--- src/rtl/rf_pkg.sv ---
// rf_pkg: shared constants and types for the register-file writeback arbiter.
//   XLEN     - data width of a writeback
//   NREG     - architectural register count
//   AW       - register address width
//   wb_src_e - identifies a writeback source (pipeline P or long-latency L)
package rf_pkg;

  localparam int unsigned XLEN = 64;
  localparam int unsigned NREG = 32;
  localparam int unsigned AW   = $clog2(NREG);

  typedef enum logic {
    WB_P = 1'b0,
    WB_L = 1'b1
  } wb_src_e;

endpackage

--- src/rtl/rf_scoreboard.sv ---
// rf_scoreboard: one busy bit per architectural register, marking registers that
// have an outstanding long-latency result. Register 0 is never busy.
// Ports:
//   i_clk, i_rst           - clock, asynchronous active-high reset
//   i_set, i_set_addr      - mark a register busy (wins over a same-cycle clear)
//   i_clr, i_clr_addr      - mark a register no longer busy
//   i_rs1, i_rs2, i_rd     - lookup addresses
//   o_busy_rs1/rs2/rd      - combinational busy state of each lookup address
module rf_scoreboard
  import rf_pkg::*;
(
  input  logic          i_clk,
  input  logic          i_rst,
  input  logic          i_set,
  input  logic [AW-1:0] i_set_addr,
  input  logic          i_clr,
  input  logic [AW-1:0] i_clr_addr,
  input  logic [AW-1:0] i_rs1,
  input  logic [AW-1:0] i_rs2,
  input  logic [AW-1:0] i_rd,
  output logic          o_busy_rs1,
  output logic          o_busy_rs2,
  output logic          o_busy_rd
);

  logic [NREG-1:0] r_busy;
  logic [NREG-1:0] w_busy_d;

  // Clear first, then set, so a same-cycle set of the same register survives.
  always_comb begin
    w_busy_d = r_busy;
    if (i_clr) w_busy_d[i_clr_addr] = 1'b0;
    if (i_set) w_busy_d[i_set_addr] = 1'b1;
    w_busy_d[0] = 1'b0;
  end

  always_ff @(posedge i_clk or posedge i_rst) begin
    if (i_rst) begin
      r_busy <= '0;
    end else begin
      r_busy <= w_busy_d;
    end
  end

  assign o_busy_rs1 = r_busy[i_rs1];
  assign o_busy_rs2 = r_busy[i_rs2];
  assign o_busy_rd  = r_busy[i_rd];

endmodule

--- src/rtl/rf_wb_arbiter.sv ---
// rf_wb_arbiter: shares the register file write port between the pipeline
// writeback stage (P) and the long-latency unit (L) with round-robin
// arbitration, registers the selected write, and tells decode when an issuing
// instruction must stall on a busy or in-flight register.
// Ports:
//   i_clk, i_rst                          - clock, asynchronous active-high reset
//   i_iss_valid, i_iss_long               - decode issue, completes through L
//   i_iss_rs1, i_iss_rs2, i_iss_rd        - decode operands
//   o_iss_hazard                          - combinational stall request
//   i_p_valid, o_p_ready, i_p_rd, i_p_data - pipeline writeback handshake
//   i_l_valid, o_l_ready, i_l_rd, i_l_data - long-unit writeback handshake
//   o_rf_we, o_rf_waddr, o_rf_wdata       - registered register file write port
module rf_wb_arbiter
  import rf_pkg::*;
(
  input  logic            i_clk,
  input  logic            i_rst,
  input  logic            i_iss_valid,
  input  logic            i_iss_long,
  input  logic [AW-1:0]   i_iss_rs1,
  input  logic [AW-1:0]   i_iss_rs2,
  input  logic [AW-1:0]   i_iss_rd,
  output logic            o_iss_hazard,
  input  logic            i_p_valid,
  output logic            o_p_ready,
  input  logic [AW-1:0]   i_p_rd,
  input  logic [XLEN-1:0] i_p_data,
  input  logic            i_l_valid,
  output logic            o_l_ready,
  input  logic [AW-1:0]   i_l_rd,
  input  logic [XLEN-1:0] i_l_data,
  output logic            o_rf_we,
  output logic [AW-1:0]   o_rf_waddr,
  output logic [XLEN-1:0] o_rf_wdata
);

  wb_src_e         r_last;
  logic            r_rf_we;
  logic [AW-1:0]   r_rf_waddr;
  logic [XLEN-1:0] r_rf_wdata;

  logic            w_p_ready;
  logic            w_l_ready;
  logic            w_p_xfer;
  logic            w_l_xfer;
  logic            w_xfer;
  logic [AW-1:0]   w_wb_rd;
  logic [XLEN-1:0] w_wb_data;
  logic            w_busy_rs1;
  logic            w_busy_rs2;
  logic            w_busy_rd;
  logic            w_inflight;
  logic            w_hazard;
  logic            w_sb_set;

  // Round-robin: on a tie the port that did not win last time is granted.
  always_comb begin
    w_p_ready = 1'b0;
    w_l_ready = 1'b0;
    if (i_p_valid && i_l_valid) begin
      if (r_last == WB_L) w_p_ready = 1'b1;
      else                w_l_ready = 1'b1;
    end else begin
      w_p_ready = i_p_valid;
      w_l_ready = i_l_valid;
    end
  end

  assign w_p_xfer  = i_p_valid & w_p_ready;
  assign w_l_xfer  = i_l_valid & w_l_ready;
  assign w_xfer    = w_p_xfer | w_l_xfer;
  assign w_wb_rd   = w_l_xfer ? i_l_rd   : i_p_rd;
  assign w_wb_data = w_l_xfer ? i_l_data : i_p_data;

  // Reset to L so that P wins the first tie.
  always_ff @(posedge i_clk or posedge i_rst) begin
    if (i_rst) begin
      r_last <= WB_L;
    end else if (w_p_xfer) begin
      r_last <= WB_P;
    end else if (w_l_xfer) begin
      r_last <= WB_L;
    end
  end

  // Writes to x0 are consumed but never reach the register file.
  always_ff @(posedge i_clk or posedge i_rst) begin
    if (i_rst) begin
      r_rf_we    <= 1'b0;
      r_rf_waddr <= '0;
      r_rf_wdata <= '0;
    end else begin
      r_rf_we <= w_xfer && (w_wb_rd != '0);
      if (w_xfer) begin
        r_rf_waddr <= w_wb_rd;
        r_rf_wdata <= w_wb_data;
      end
    end
  end

  rf_scoreboard u_scoreboard (
    .i_clk      (i_clk),
    .i_rst      (i_rst),
    .i_set      (w_sb_set),
    .i_set_addr (i_iss_rd),
    .i_clr      (w_l_xfer),
    .i_clr_addr (i_l_rd),
    .i_rs1      (i_iss_rs1),
    .i_rs2      (i_iss_rs2),
    .i_rd       (i_iss_rd),
    .o_busy_rs1 (w_busy_rs1),
    .o_busy_rs2 (w_busy_rs2),
    .o_busy_rd  (w_busy_rd)
  );

  // The registered write commits one edge later, so a reader in this cycle
  // would still see the old register file contents.
  assign w_inflight = r_rf_we && (r_rf_waddr != '0) &&
                      ((r_rf_waddr == i_iss_rs1) || (r_rf_waddr == i_iss_rs2));

  assign w_hazard = w_busy_rs1 | w_busy_rs2 | w_busy_rd | w_inflight;

  assign w_sb_set = i_iss_valid & i_iss_long & ~w_hazard & (i_iss_rd != '0);

  assign o_iss_hazard = w_hazard;
  assign o_p_ready    = w_p_ready;
  assign o_l_ready    = w_l_ready;
  assign o_rf_we      = r_rf_we;
  assign o_rf_waddr   = r_rf_waddr;
  assign o_rf_wdata   = r_rf_wdata;

endmodule

--- config.mk ---
export PLATFORM = sky130hd
export DESIGN_NAME = rf_wb_arbiter
export DESIGN_NICKNAME = d
export VERILOG_FILES = /design/src/rtl/rf_pkg.sv /design/src/rtl/rf_scoreboard.sv /design/src/rtl/rf_wb_arbiter.sv
export SDC_FILE = /design/constraint.sdc
export NUM_CORES = 1
export LEC_CHECK = 0
export BUFFER_PORTS_ARGS = -buffer_cell sky130_fd_sc_hd__buf_2
export CAP_MARGIN = 10
export CORE_MARGIN = 10
export CORE_UTILIZATION = 50
export CTS_BUF_LIST = sky130_fd_sc_hd__clkbuf_8
export DETAILED_ROUTE_END_ITERATION = 10
export GPL_ROUTABILITY_DRIVEN = 0
export PLACE_DENSITY = 0.92
export SKIP_LAST_GASP = 1
export SLEW_MARGIN = 10
export SYNTH_ARGS = -nofsm -noshare
export SYNTH_HDL_FRONTEND = slang
export SYNTH_HIERARCHICAL = 1
export SYNTH_SLANG_ARGS = --single-unit
export TNS_END_PERCENT = 5
--- constraint.sdc ---
create_clock -name i_clk -period 3.2 [get_ports i_clk]
set_input_delay 0.16 -clock i_clk [delete_from_list [all_inputs] [get_ports i_clk]]
set_output_delay 0.16 -clock i_clk [all_outputs]
set_load 0.02 [all_outputs]
# Word level (Yosys, flattened, before mapping)
# Cells that the tools add are included.
# totals
reg_bits,102
in_bits,159
out_inout_bits,73
word_cells,57
# classes
magnitude_cmp,6
eq_ne,2
muxes,20
bitwise,13
reduce_logical,11
# ops
cell,n
2-to-1 mux 32 bit,2
2-to-1 mux 64 bit,1
bitwise AND 32 bit,1
inverter 32 bit,1
OR 32 bit,1
less-than comparator 5 x 6 -> 1 bit (second input constant),4
binary-select mux 1 bit (select 5 bit),3
nonzero test 5 bit,3
2-to-1 mux 1 bit,11
demux 1 bit (select 5 bit),2
== test 5 bit,2
>= comparator 5 x 1 -> 1 bit (second input constant),2
logical AND 1 bit,6
bitwise AND 1 bit,5
2-to-1 mux 5 bit,1
OR 1 bit,4
nonzero test 2 bit,1
logical OR 1 bit,1
inverter 1 bit,1

# Logic depth before layout (Yosys ltp)
# depth
depth_word,9
ltp_mapped,10
mapped_depth_nobuf,9

# Cells and area by module
# Netlist, hierarchy kept.
# modules_own_cells
mod,instances,cells_per_inst,area_per_inst_um2,seq_area_each_um2
rf_wb_arbiter,1,335,3205.6,1778.0
rf_scoreboard,1,230,2178.3,775.7

# Least setup slack after synthesis
# No wires, ideal clock.
# synth_path
path_type,reg2reg
startpoint,reg u_scoreboard.r_busy[7]
endpoint,reg u_scoreboard.r_busy[16]
setup_ns,0.083
arrival_time_ns,2.335
t_required_ns,3.117
slack_ns,0.782
path_stages_with_launch,10
n_path_buf,0
period_less_slack_ns,2.418
cell_sequence,dfrtp_1 -> mux4_2 -> nand2b_1 -> o211ai_1 -> nand4_1 -> nor3_1 -> o21ai_2 -> nor2_2 -> or3b_2 -> o21ai_0
# synth_between
elab_chain_len,9
word_cells_on_any_way,13
cone_classes,7 x mux; 6 x bitwise
# synth_rtl
item,line,source
"start, declared",rf_scoreboard.sv:26,logic [NREG-1:0] r_busy;
"start signal, assigned",rf_scoreboard.sv:41,r_busy <= w_busy_d;
binary-select mux 1 bit (select 5 bit),rf_scoreboard.sv:46,assign o_busy_rs2 = r_busy[i_rs2];
2-to-1 mux 1 bit (implied by the code),rf_scoreboard.sv:46,
named net w_busy_rs2,rf_wb_arbiter.sv:50,logic w_busy_rs2;
OR 1 bit (3 in series),rf_wb_arbiter.sv:121,assign w_hazard = w_busy_rs1 | w_busy_rs2 | w_busy_rd | w_inflight;
named net o_iss_hazard,rf_wb_arbiter.sv:23,"output logic o_iss_hazard,"
inverter 1 bit,rf_wb_arbiter.sv:123,assign w_sb_set = i_iss_valid & i_iss_long & ~w_hazard & (i_iss_rd != '0);
bitwise AND 1 bit (2 in series),rf_wb_arbiter.sv:123,
named net w_sb_set,rf_wb_arbiter.sv:54,logic w_sb_set;
2-to-1 mux 32 bit,rf_scoreboard.sv:33,if (i_set) w_busy_d[i_set_addr] = 1'b1;
named net u_scoreboard.w_busy_d[16],rf_scoreboard.sv:27,logic [NREG-1:0] w_busy_d;
# The timed path passes the listed nets, and every way through them passes these cells. The select of a mux whose other input is x is not followed.
# A chain may end at the register's enable or synchronous reset.

# Worst setup path in the final report
# layout_path
startpoint,reg u_scoreboard.r_busy[6]
endpoint,reg u_scoreboard.r_busy[24]
# layout_between
elab_chain_len,9
word_cells_on_any_way,13
cone_classes,7 x mux; 6 x bitwise
# layout_rtl
item,line
binary-select mux 1 bit (select 5 bit),rf_scoreboard.sv:46
2-to-1 mux 1 bit (implied by the code),rf_scoreboard.sv:46
named net w_busy_rs2,rf_wb_arbiter.sv:50
OR 1 bit (3 in series),rf_wb_arbiter.sv:121
inverter 1 bit,rf_wb_arbiter.sv:123
bitwise AND 1 bit (2 in series),rf_wb_arbiter.sv:123
named net w_sb_set,rf_wb_arbiter.sv:54
2-to-1 mux 32 bit,rf_scoreboard.sv:33
named net u_scoreboard.w_busy_d[24],rf_scoreboard.sv:27
# The timed path passes the listed nets, and every way through them passes these cells. The select of a mux whose other input is x is not followed.

==> metrics.csv <==
metric;value;unit
status;completed;
routed vias/inst;6.00;
register bit total from synthesis;102;
Die Ht;124;um
final hold violation count;0;
Core ar.;0.0104;mm^2
insertion delay to the later sink of the worst-skew pair;380;ps
RSZ-0062 raised after global routing;false;
CTS tree;built;
hold endpoint;o_rf_wdata[41];
Clk pin slew, worst setup/hold paths;100;ps
Max Root-Sink Buffers;2;
Final Non-Filler Cells;1037;
Synth top area share;46.9;%
Die Area;0.0153;mm^2
Syn Nets;724;
most area-consuming cells after synthesis;dfrtp_1 (47%), a22oi_1 (9.9%), nand2_1 (9.8%);
CTS Buf Count;9;
Max Transition Viols Final;0;
launch point of the worst path;u_scoreboard/r_busy[6];
critical path peak fanout;7;
Reg2Reg Launch Point;u_scoreboard/r_busy[6];
Starting Density;51.7;%
initial antenna violation count;7;
vias in the first global route;6486;
Post-synth EDFFs;0;
Comb pwr share;31.0;%
first-pass GRT wire length;35200;um
final setup fails;0;
drt pass-1 iters;6;
register area share after synthesis;47.4;%
Hold Crit Class;input pin to flip-flop;
commonest cells in the netlist;nand2_1 (140), dfrtp_1 (101), a22oi_1 (71), o21ai_0 (62), mux2i_1 (32);
GRT overflow;0;
MaxCap Viol Count;0;
sequential share of power;45.1;%
Reg area;0.00255;mm^2
startpoint class of the critical path;flip-flop;
row count;37;
Main synth FF type;dfrtp_1;
post-DR wirelength/cell;22.1;um
Post-route DRC;0;
setup repair bufs after CTS;0;
NetSw;1250;uW
Routed WL;23000;um
area occupied by multi-input gates;0.00262;mm^2
top cell type by total area after synthesis;dfrtp_1;
Reg2Reg Setup Slack;480;ps
hold path depth;3;
Mean Syn Cell Area;9.53;um^2
number of port buffers;231;
Int Pwr;2320;uW
peak supply drop;267;uV
Pwr Density;452;mW/mm^2
worst rel slew slack;46.7;%
DR vias;6221;
Worst EP arrival;2990;ps
H-tree Lvls;3;
Tmin final;2720;ps
Switching Fraction;35.0;%
# fillers;649;
post-route ant nets;0;
largest net degree at the start of global routing;76;
Post-synth ARST share;100;%
critical path class;flip-flop to flip-flop;
layout net count;1047;
Worst EP required;3470;ps
Fmax;367;MHz
pre-CTS setup slack;574;ps
final clock skew;23.6;ps
Initial DRC Count;625;
clock power share;23.9;%
root buffer cell;clkbuf_8;
clock sinks;102;
die width;124;um
final core occ;75.8;%
Total Neg Setup Slack;0;ps
static leakage;0.00392;uW
Area Growth Syn to Fin;46.6;%
post-synthesis cell type count;35;
cell area after synthesis;0.00538;mm^2
fin worst setup slack;478;ps
Post-Place Cells;905;
I/O Pins;232;
Crit. End Element;flip-flop;
R2R Path End;u_scoreboard/r_busy[24];
Worst-Margin Slew;800;ps
crit share post-route;85.1;%
Ys Warns;6;
Synth Instances;565;
total track usage;29.5;%
reg2reg path depth;9;
count leader, synth;nand2_1;
DP HPWL;14100;um
hold_sp;i_l_data[41];
layout cells sized above 1;30.2;%
==> cells by family after synthesis <==
group	count (synthesis)	synth area share (%)
multiplexers	41	9.92
flip-flops	102	47.4
AO/OA/AOI/OAI	163	19.3
buffers and inverters	37	4.30
XOR/XNOR	10	1.63
AND/OR/NAND/NOR	212	17.4
==> what timing repair did <==
| action | in CTS | in global routing |
|---|---|---|
| resized for setup | 0 | 0 |
| hold endpoints to repair | 87 | 0 |
| hold buffers | 107 | 0 |
==> layer usage <==
layer	track usage, %	share of wire, %	vias to the layer above
li1	-	-	2695
met1	32.4	34	2966
met2	51.0	50	470
met3	8.60	11	90
met4	14.6	4.9	0
met5	0	0	-
==> worst max path at each step <==
stage / slack [ps] / to / cells past startpoint
after floorplan: 780 / u_scoreboard/r_busy[16] / 9
after global placement: 670 / u_scoreboard/r_busy[20] / 10
after detailed placement: 570 / u_scoreboard/r_busy[24] / 10
after CTS: 580 / u_scoreboard/r_busy[24] / 9
after global routing: 360 / u_scoreboard/r_busy[16] / 8
final: 480 / u_scoreboard/r_busy[24] / 9
==> power groups by stage <==
stage / sequential [uW] / clock, uW / combinational [uW]
2_1_floorplan: 1720 / 0 / 416
3_3_place_gp: 1600 / 0 / 869
3_5_place_dp: 1610 / 0 / 892
4_1_cts: 1590 / 861 / 1050
5_1_grt: 1630 / 915 / 1180
6_report: 1610 / 851 / 1110
==> area by class of cell <==
cell class	count	area share [%]
Clock inverter	7	1.01
Antenna cell	8	0.254
Clock buffer	9	1.57
Multi-Input combinational cell	426	33.2
Sequential cell	102	32.4
Timing Repair Buffer	344	29.2
Inverter	5	0.238
Tap cell	136	2.16
==> per-stage QoR <==
stage	hold WS, ps	instance area [um^2]	total power [uW]
finish	10.4	7890	3570
global route	0.484	7890	3720
global placement	274	6570	2470
CTS	0.0137	7850	3500
floorplan	214	5380	2130
detailed placement	267	6570	2500
==> registers in the layout, indices dropped and copies added, names as in the netlist <==
signal	cells
r_last	1
o_rf_we	1
o_rf_wdata	64
o_rf_waddr	5
u_scoreboard/r_busy	31
==> cell usage in the layout, fill, tap and decap left out, drive strengths merged, types with 4 or more instances in the layout <==
cell type and n:
or3b 4, inv 8, mux4 9, mux2i 32, nand2b 6, xor2 10
dlygate4sd3 107, clkbuf 9, nand3 16, nand2 140, diode 8, dfrtp 101
o211ai 4, nor2 18, o21ai 69, nor2b 6, nand3b 10, buf 237
a22oi 71, a21oi 10
==> worst max-delay path, cell delays in order, from the launching register on <==
cell	delay (ps)
dfrtp_1	420
mux4_2	460
nand2b_1	150
o211ai_1	110
nand4_1	120
nor3_1	260
o21ai_2	120
nor2_2	180
or3b_2	550
o21ai_0	250
Note: power is estimated with default switching activity, not from simulation.
